### config.mk
export PLATFORM = sky130hd
export DESIGN_NAME = crack_sequencer
export DESIGN_NICKNAME = d
export VERILOG_FILES = /design/src/rtl/crack_pkg.sv /design/src/rtl/crack_watchdog.sv /design/src/rtl/crack_sequencer.sv
export SDC_FILE = /design/constraint.sdc
export NUM_CORES = 1
export LEC_CHECK = 0
export ABC_CLOCK_PERIOD_IN_PS = 23800
export BUFFER_PORTS_ARGS = -buffer_cell sky130_fd_sc_hd__buf_2
export CAP_MARGIN = 30
export CORE_AREA = 4 4 271 273
export CTS_CLUSTER_DIAMETER = 30
export DETAILED_ROUTE_END_ITERATION = 7
export DIE_AREA = 0 0 275 277
export GPL_TIMING_DRIVEN = 0
export MAX_ROUTING_LAYER = met4
export SLEW_MARGIN = 25
export SYNTH_ARGS = -nofsm -noshare
export SYNTH_HDL_FRONTEND = slang
export SYNTH_HIERARCHICAL = 1
export SYNTH_SLANG_ARGS = --single-unit
### constraint.sdc
create_clock -name clk -period 23.8 [get_ports clk]
set_input_delay 2.38 -clock clk [delete_from_list [all_inputs] [get_ports clk]]
set_output_delay 2.38 -clock clk [all_outputs]
set_load 0.005 [all_outputs]
### src/rtl/crack_pkg.sv
// crack_pkg: shared encodings for the password-recovery sequencer.
// Holds the progress-state encoding, the RGB LED codes, the fixed BRAM
// addresses of the hash and salt key, and the candidate-loop substates.
package crack_pkg;

  typedef enum logic [2:0] {
    ST_WAIT    = 3'd0,
    ST_LOAD    = 3'd1,
    ST_DICT    = 3'd2,
    ST_BRUTE   = 3'd3,
    ST_SUCCESS = 3'd4,
    ST_FAIL    = 3'd5
  } crack_state_t;

  // RD/CAP fetch a word from BRAM, REQ pulses the encrypter, WT waits for it.
  typedef enum logic [1:0] {
    SUB_RD  = 2'd0,
    SUB_CAP = 2'd1,
    SUB_REQ = 2'd2,
    SUB_WT  = 2'd3
  } crack_sub_t;

  localparam logic [2:0] LED_WAIT    = 3'b011;
  localparam logic [2:0] LED_BUSY    = 3'b100;
  localparam logic [2:0] LED_SUCCESS = 3'b010;
  localparam logic [2:0] LED_FAIL    = 3'b001;

  localparam logic [7:0] HASH_ADDR = 8'd0;
  localparam logic [7:0] KEY_ADDR  = 8'd1;

  function automatic logic [2:0] led_code(input crack_state_t s);
    logic [2:0] code;
    case (s)
      ST_WAIT:    code = LED_WAIT;
      ST_SUCCESS: code = LED_SUCCESS;
      ST_FAIL:    code = LED_FAIL;
      default:    code = LED_BUSY;
    endcase
    return code;
  endfunction

endpackage

### src/rtl/crack_watchdog.sv
// crack_watchdog: counts consecutive enabled cycles and raises timeout on the
// LIMIT-th one. clr has priority and returns the count to zero.
module crack_watchdog #(
  parameter int LIMIT = 64
) (
  input  logic clk,
  input  logic reset,
  input  logic clr,
  input  logic en,
  output logic timeout
);

  logic [31:0] count;

  // Cycle counter; cleared whenever the watched wait is not in progress.
  always_ff @(posedge clk or posedge reset) begin
    if (reset) begin
      count <= '0;
    end else if (clr) begin
      count <= '0;
    end else if (en) begin
      count <= count + 32'd1;
    end
  end

  assign timeout = en && (count == 32'(LIMIT - 1));

endmodule

### src/rtl/crack_sequencer.sv
// crack_sequencer: runs one password-recovery job. Loads hash and salt key
// from BRAM, then tries dictionary words and brute-force counter values
// through the shared encrypter until one encrypts to the stored hash.
// Optional feature macro: CRACK_TIMEOUT_EN adds an encrypter watchdog that
// fails the job after TIMEOUT_CYCLES wait cycles without enc_done.
//
// Handshake: enc_start is a one-cycle request; the encrypter answers with a
// one-cycle enc_done, enc_result valid only in that cycle. enc_done is
// consumed only in the WT substate and is ignored everywhere else.
module crack_sequencer
  import crack_pkg::*;
#(
  parameter int DICT_START     = 2,
  parameter int DICT_SIZE      = 3,
  parameter int BRUTE_ATTEMPTS = 10,
  parameter int TIMEOUT_CYCLES = 64
) (
  input  logic         clk,
  input  logic         reset,
  input  logic         start,
  output logic         mem_en,
  output logic [7:0]   mem_addr,
  input  logic [127:0] mem_dout,
  output logic [127:0] enc_data,
  output logic [127:0] enc_key,
  output logic         enc_decrypt,
  output logic         enc_start,
  input  logic         enc_done,
  input  logic [127:0] enc_result,
  output logic [2:0]   state,
  output logic [2:0]   led,
  output logic         found,
  output logic [127:0] found_key,
  output logic [31:0]  attempts
);

  localparam logic [7:0] DICT_BASE = 8'(DICT_START);

  crack_state_t st_q, st_n;
  crack_sub_t   sub_q, sub_n;
  logic         load_key_q, load_key_n;
  logic [31:0]  idx_q, idx_n;
  logic [127:0] hash_q, hash_n;
  logic         start_q;
  logic         go_brute;
  logic         wd_timeout;

  logic         mem_en_n, enc_start_n, found_n;
  logic [7:0]   mem_addr_n;
  logic [127:0] data_n, key_n, fk_n;
  logic [31:0]  att_n;
  logic [2:0]   led_n;

  assign state       = st_q;
  assign enc_decrypt = 1'b0;

`ifdef CRACK_TIMEOUT_EN
  logic wd_en;
  assign wd_en = ((st_q == ST_DICT) || (st_q == ST_BRUTE)) && (sub_q == SUB_WT);

  crack_watchdog #(
    .LIMIT(TIMEOUT_CYCLES)
  ) u_watchdog (
    .clk    (clk),
    .reset  (reset),
    .clr    (!wd_en),
    .en     (wd_en),
    .timeout(wd_timeout)
  );
`else
  // No watchdog: WT waits for enc_done forever, whatever TIMEOUT_CYCLES says.
  assign wd_timeout = 1'b0 && (TIMEOUT_CYCLES > 0);
`endif

  // State, datapath and output registers; reset aborts any job at once.
  always_ff @(posedge clk or posedge reset) begin
    if (reset) begin
      st_q       <= ST_WAIT;
      sub_q      <= SUB_RD;
      load_key_q <= 1'b0;
      idx_q      <= '0;
      hash_q     <= '0;
      start_q    <= 1'b0;
      mem_en     <= 1'b0;
      mem_addr   <= '0;
      enc_data   <= '0;
      enc_key    <= '0;
      enc_start  <= 1'b0;
      led        <= 3'b000;
      found      <= 1'b0;
      found_key  <= '0;
      attempts   <= '0;
    end else begin
      st_q       <= st_n;
      sub_q      <= sub_n;
      load_key_q <= load_key_n;
      idx_q      <= idx_n;
      hash_q     <= hash_n;
      start_q    <= start;
      mem_en     <= mem_en_n;
      mem_addr   <= mem_addr_n;
      enc_data   <= data_n;
      enc_key    <= key_n;
      enc_start  <= enc_start_n;
      led        <= led_n;
      found      <= found_n;
      found_key  <= fk_n;
      attempts   <= att_n;
    end
  end

  // Next state plus next values of every registered output.
  always_comb begin
    st_n        = st_q;
    sub_n       = sub_q;
    load_key_n  = load_key_q;
    idx_n       = idx_q;
    hash_n      = hash_q;
    data_n      = enc_data;
    key_n       = enc_key;
    fk_n        = found_key;
    att_n       = attempts;
    go_brute    = 1'b0;
    mem_en_n    = 1'b0;
    mem_addr_n  = mem_addr;
    enc_start_n = 1'b0;

    case (st_q)
      ST_WAIT: begin
        if (start && !start_q) begin
          st_n       = ST_LOAD;
          sub_n      = SUB_RD;
          load_key_n = 1'b0;
          idx_n      = '0;
          att_n      = '0;
          fk_n       = '0;
        end
      end

      ST_LOAD: begin
        if (sub_q == SUB_CAP) begin
          if (!load_key_q) begin
            hash_n     = mem_dout;
            load_key_n = 1'b1;
            sub_n      = SUB_RD;
          end else begin
            key_n = mem_dout;
            if (DICT_SIZE == 0) begin
              go_brute = 1'b1;
            end else begin
              st_n  = ST_DICT;
              sub_n = SUB_RD;
              idx_n = '0;
            end
          end
        end else begin
          sub_n = SUB_CAP;
        end
      end

      ST_DICT, ST_BRUTE: begin
        case (sub_q)
          SUB_RD:  sub_n = SUB_CAP;
          SUB_CAP: begin
            data_n = mem_dout;
            sub_n  = SUB_REQ;
          end
          SUB_REQ: sub_n = SUB_WT;
          default: begin
            if (enc_done) begin
              att_n = attempts + 32'd1;
              if (enc_result == hash_q) begin
                fk_n = enc_data;
                st_n = ST_SUCCESS;
              end else begin
                idx_n = idx_q + 32'd1;
                if (st_q == ST_DICT) begin
                  if (idx_n == 32'(DICT_SIZE)) begin
                    go_brute = 1'b1;
                  end else begin
                    sub_n = SUB_RD;
                  end
                end else if (idx_n == 32'(BRUTE_ATTEMPTS)) begin
                  st_n = ST_FAIL;
                end else begin
                  sub_n  = SUB_REQ;
                  data_n = {96'b0, idx_n};
                end
              end
            end else if (wd_timeout) begin
              st_n = ST_FAIL;
            end
          end
        endcase
      end

      default: begin
        // SUCCESS and FAIL hold until reset.
      end
    endcase

    // Brute phase starts from candidate 0, straight into its request.
    if (go_brute) begin
      idx_n = '0;
      if (BRUTE_ATTEMPTS == 0) begin
        st_n = ST_FAIL;
      end else begin
        st_n   = ST_BRUTE;
        sub_n  = SUB_REQ;
        data_n = '0;
      end
    end

    // BRAM address is presented for exactly the RD cycle.
    if (sub_n == SUB_RD && st_n == ST_LOAD) begin
      mem_en_n   = 1'b1;
      mem_addr_n = load_key_n ? KEY_ADDR : HASH_ADDR;
    end else if (sub_n == SUB_RD && st_n == ST_DICT) begin
      mem_en_n   = 1'b1;
      mem_addr_n = DICT_BASE + idx_n[7:0];
    end

    enc_start_n = (sub_n == SUB_REQ) && ((st_n == ST_DICT) || (st_n == ST_BRUTE));
    led_n       = led_code(st_n);
    found_n     = (st_n == ST_SUCCESS);
  end

endmodule

==> out/qor.csv <==
metric,value,unit
DRC errors left,0,
"Net Count, Synth",2422,
clk buf depth,3,
Ports,694,
post-DR wirelength/cell,27.5,µm
initial antenna violation count,35,
pre-CTS WS,16070,ps
Tcrit/Tclk final,28.8,%
pwr/cell area,98.4,mW/mm²
Core Area,0.0711,mm²
"Distinct cells, synth",63,
Placed Instances,3811,
Initial DRC Count,1543,
element type at the critical path start,primary input,
Worst Path Required,24420,ps
WL final,112000,µm
Worst setup EP type,register,
Worst Hold Class,reg -> reg,
"top cells by area, synth","dfrtp_1 57%, mux2_2 11%, a22o_1 5.9%, xnor2_1 5.4%, o21ai_0 1.8%",
largest net degree at the start of global routing,98,
CP most frequent cell,o21ai_0,
Yosys reg bits,597,
Final setup violation count,0,
"Reg clk slew, reported paths",50,ps
sequential area share after synthesis,56.9,%
CTS resizes,0,
"Hold Violations, Final",0,
share of layout cells above drive strength 1,40.3,%
Hold Slack,497,ps
status,completed,
number of global-route vias before repair,23110,
TritonRoute pass-1 iters,5,
vias per cell,5.41,
die height,277,µm
Least-Margin Pin Slew,1070,ps
hold buffers post-CTS,0,
crit-path max cell delay,690,ps
crit path cell chain,buf_2 -> xnor2_1 -> nand4_1 -> nor4_1 -> nand4_1 -> clkbuf_1 -> o21ai_0 -> a21o_1 -> clkbuf_1 -> o21ai_0 -> o21ai_0 -> ha_1 -> and3_1 -> a31oi_1 -> o31ai_1,
DP HPWL,86600,µm
area share of the largest cell type after synthesis,56.9,%
ys async rst share,100,%
"top cells by count, synth","597 x dfrtp_1, 256 x mux2_2, 178 x a22o_1",
Max Slew Vio Count,0,
RSZ-0062 raised after global routing,no,
GPL Wtd Cong,0.922,
Synth Warn #,6,
Die Area,0.0762,mm²
Area Growth Syn to Fin,37.6,%
Sink Count,597,
"Setup Fix Bufs, Post-CTS",0,
WS Path Type,in -> reg,
remaining antenna violation count,0,
CTS tree,yes,
clock latency on the worst-skew pair,720,ps
row count,98,
final core utilization,50.8,%
post-route setup slack,16960,ps
Design Power,3.55,mW
worst rel slew slack,28.7,%
ys flop type,dfrtp_1,
crit path max fanout,10,
FMAX,146,MHz
Syn Inst Count,2153,
most common cell in the netlist,dfrtp_1,
Initial Util,36.9,%
worst ir drop on vdd,0.0000727,V
GRT Util Overall,29.8,%
CTS buffer count,140,
CP arrival,7460,ps
gr ovfl total,0,
width of the die,275,µm
"Cell Area, Synth",0.0262,mm²
H-Tree Depth,4,
crit path time final,6840,ps
vias after detailed routing,22188,
IO Port Bufs,692,
Crit-path slowest cell,o21ai_0,
number of flops mapped to enable cells by yosys,0,
Root Buffer,clkbuf_16,
post-route cell area,0.0361,mm²
P_leak,17.9,nW
Synth area leader,dfrtp_1,
first-pass GRT wire length,161000,µm
placed cell areas,0.0312,mm²
setup tns final,0,ps
max_cap viols,0,
Final #Nets,3272,
Layout Cells excl Fill,4098,
clock skew,44.8,ps
syn avg cell area,12.2,µm²
## metal layers
| metal | wire length, µm | part of all wire [%] | GRT usage (%) | up-vias |
|---|---|---|---|---|
| met4 | 3730 | 3.3 | 11.5 | 0 |
| met1 | 44700 | 40 | 36.0 | 11408 |
| li1 | - | - | - | 9591 |
| met2 | 55100 | 49 | 47.6 | 977 |
| met5 | 0 | 0 | - | - |
| met3 | 8930 | 7.9 | 8.43 | 212 |
## power breakdown
part	total, mW	internal [mW]	switching, mW
Clock	1.93	1.28	0.652
Combinational	0.444	0.167	0.277
Sequential	1.18	1.09	0.0855
## worst paths after layout
kind,from,to,slack [ps],cells past startpoint
worst min register to register,found_key[113],found_key[113],500,1
worst min-delay path,found_key[113],found_key[113],500,1
worst max register to register,idx_q[0],enc_data[118],17660,14
min in group asynchronous,reset,attempts[16],1720,2
max in group asynchronous,reset,hash_q[99],20200,6
worst max-delay path,enc_result[79],mem_addr[7],16960,15
## worst max-delay path, delay by kind of cell
kind / cells / cell delay (ps)
AOI/OAI and AO/OA: 6 / 1880
xor gates and xnor gates: 1 / 450
adders and majority gates: 1 / 280
buffers and inverters: 3 / 1020
and+or+nand+nor: 4 / 1420
## flip-flops by register name (all words and copies together) (netlist names), 3 cells and up
name	cells
attempts	32
enc_data	128
enc_key	128
found_key	128
hash_q	128
idx_q	32
led	3
mem_addr	8
state	3
## area by class of cell
cell class,count,area (µm²)
antenna,31,77.6
buffer,153,654
clock buffer,180,3880
clock inverter,76,946
fill,6437,35000
inverter,21,86.3
multi-input combinational,1382,10600
sequential,597,14900
tap,950,1190
timing repair buffer,708,3750
## cells in the final DEF, fill, tap and decap left out, types with 18 or more instances in the layout
master     count
a21oi_1       42
nor2_1       115
buf_2        716
o21ai_0       93
a22o_1       178
clkinv_2      25
xor2_1        23
clkbuf_1     135
o31ai_1       56
inv_1         20
xnor2_1      162
nand4_1       58
diode_2       31
nand2_1      118
nor3_1        25
nand3_1       30
mux2_1        31
mux2_2       256
clkbuf_8      18
dfrtp_1      597
clkbuf_16    142
## cells by family (layout without fill, tap and decap cells)
family	after synthesis	count (layout)	synth area share [%]
AOI/OAI and AO/OA	442	442	12.3
xor gates and xnor gates	185	185	6.18
adders and majority gates	9	9	0.429
buffers and inverters	174	1138	2.78
DFF	597	597	56.9
muxes	303	303	12.9
other	1	32	0.0143
and+or+nand+nor	442	442	8.40
Note: power is estimated with default switching activity, not from simulation.
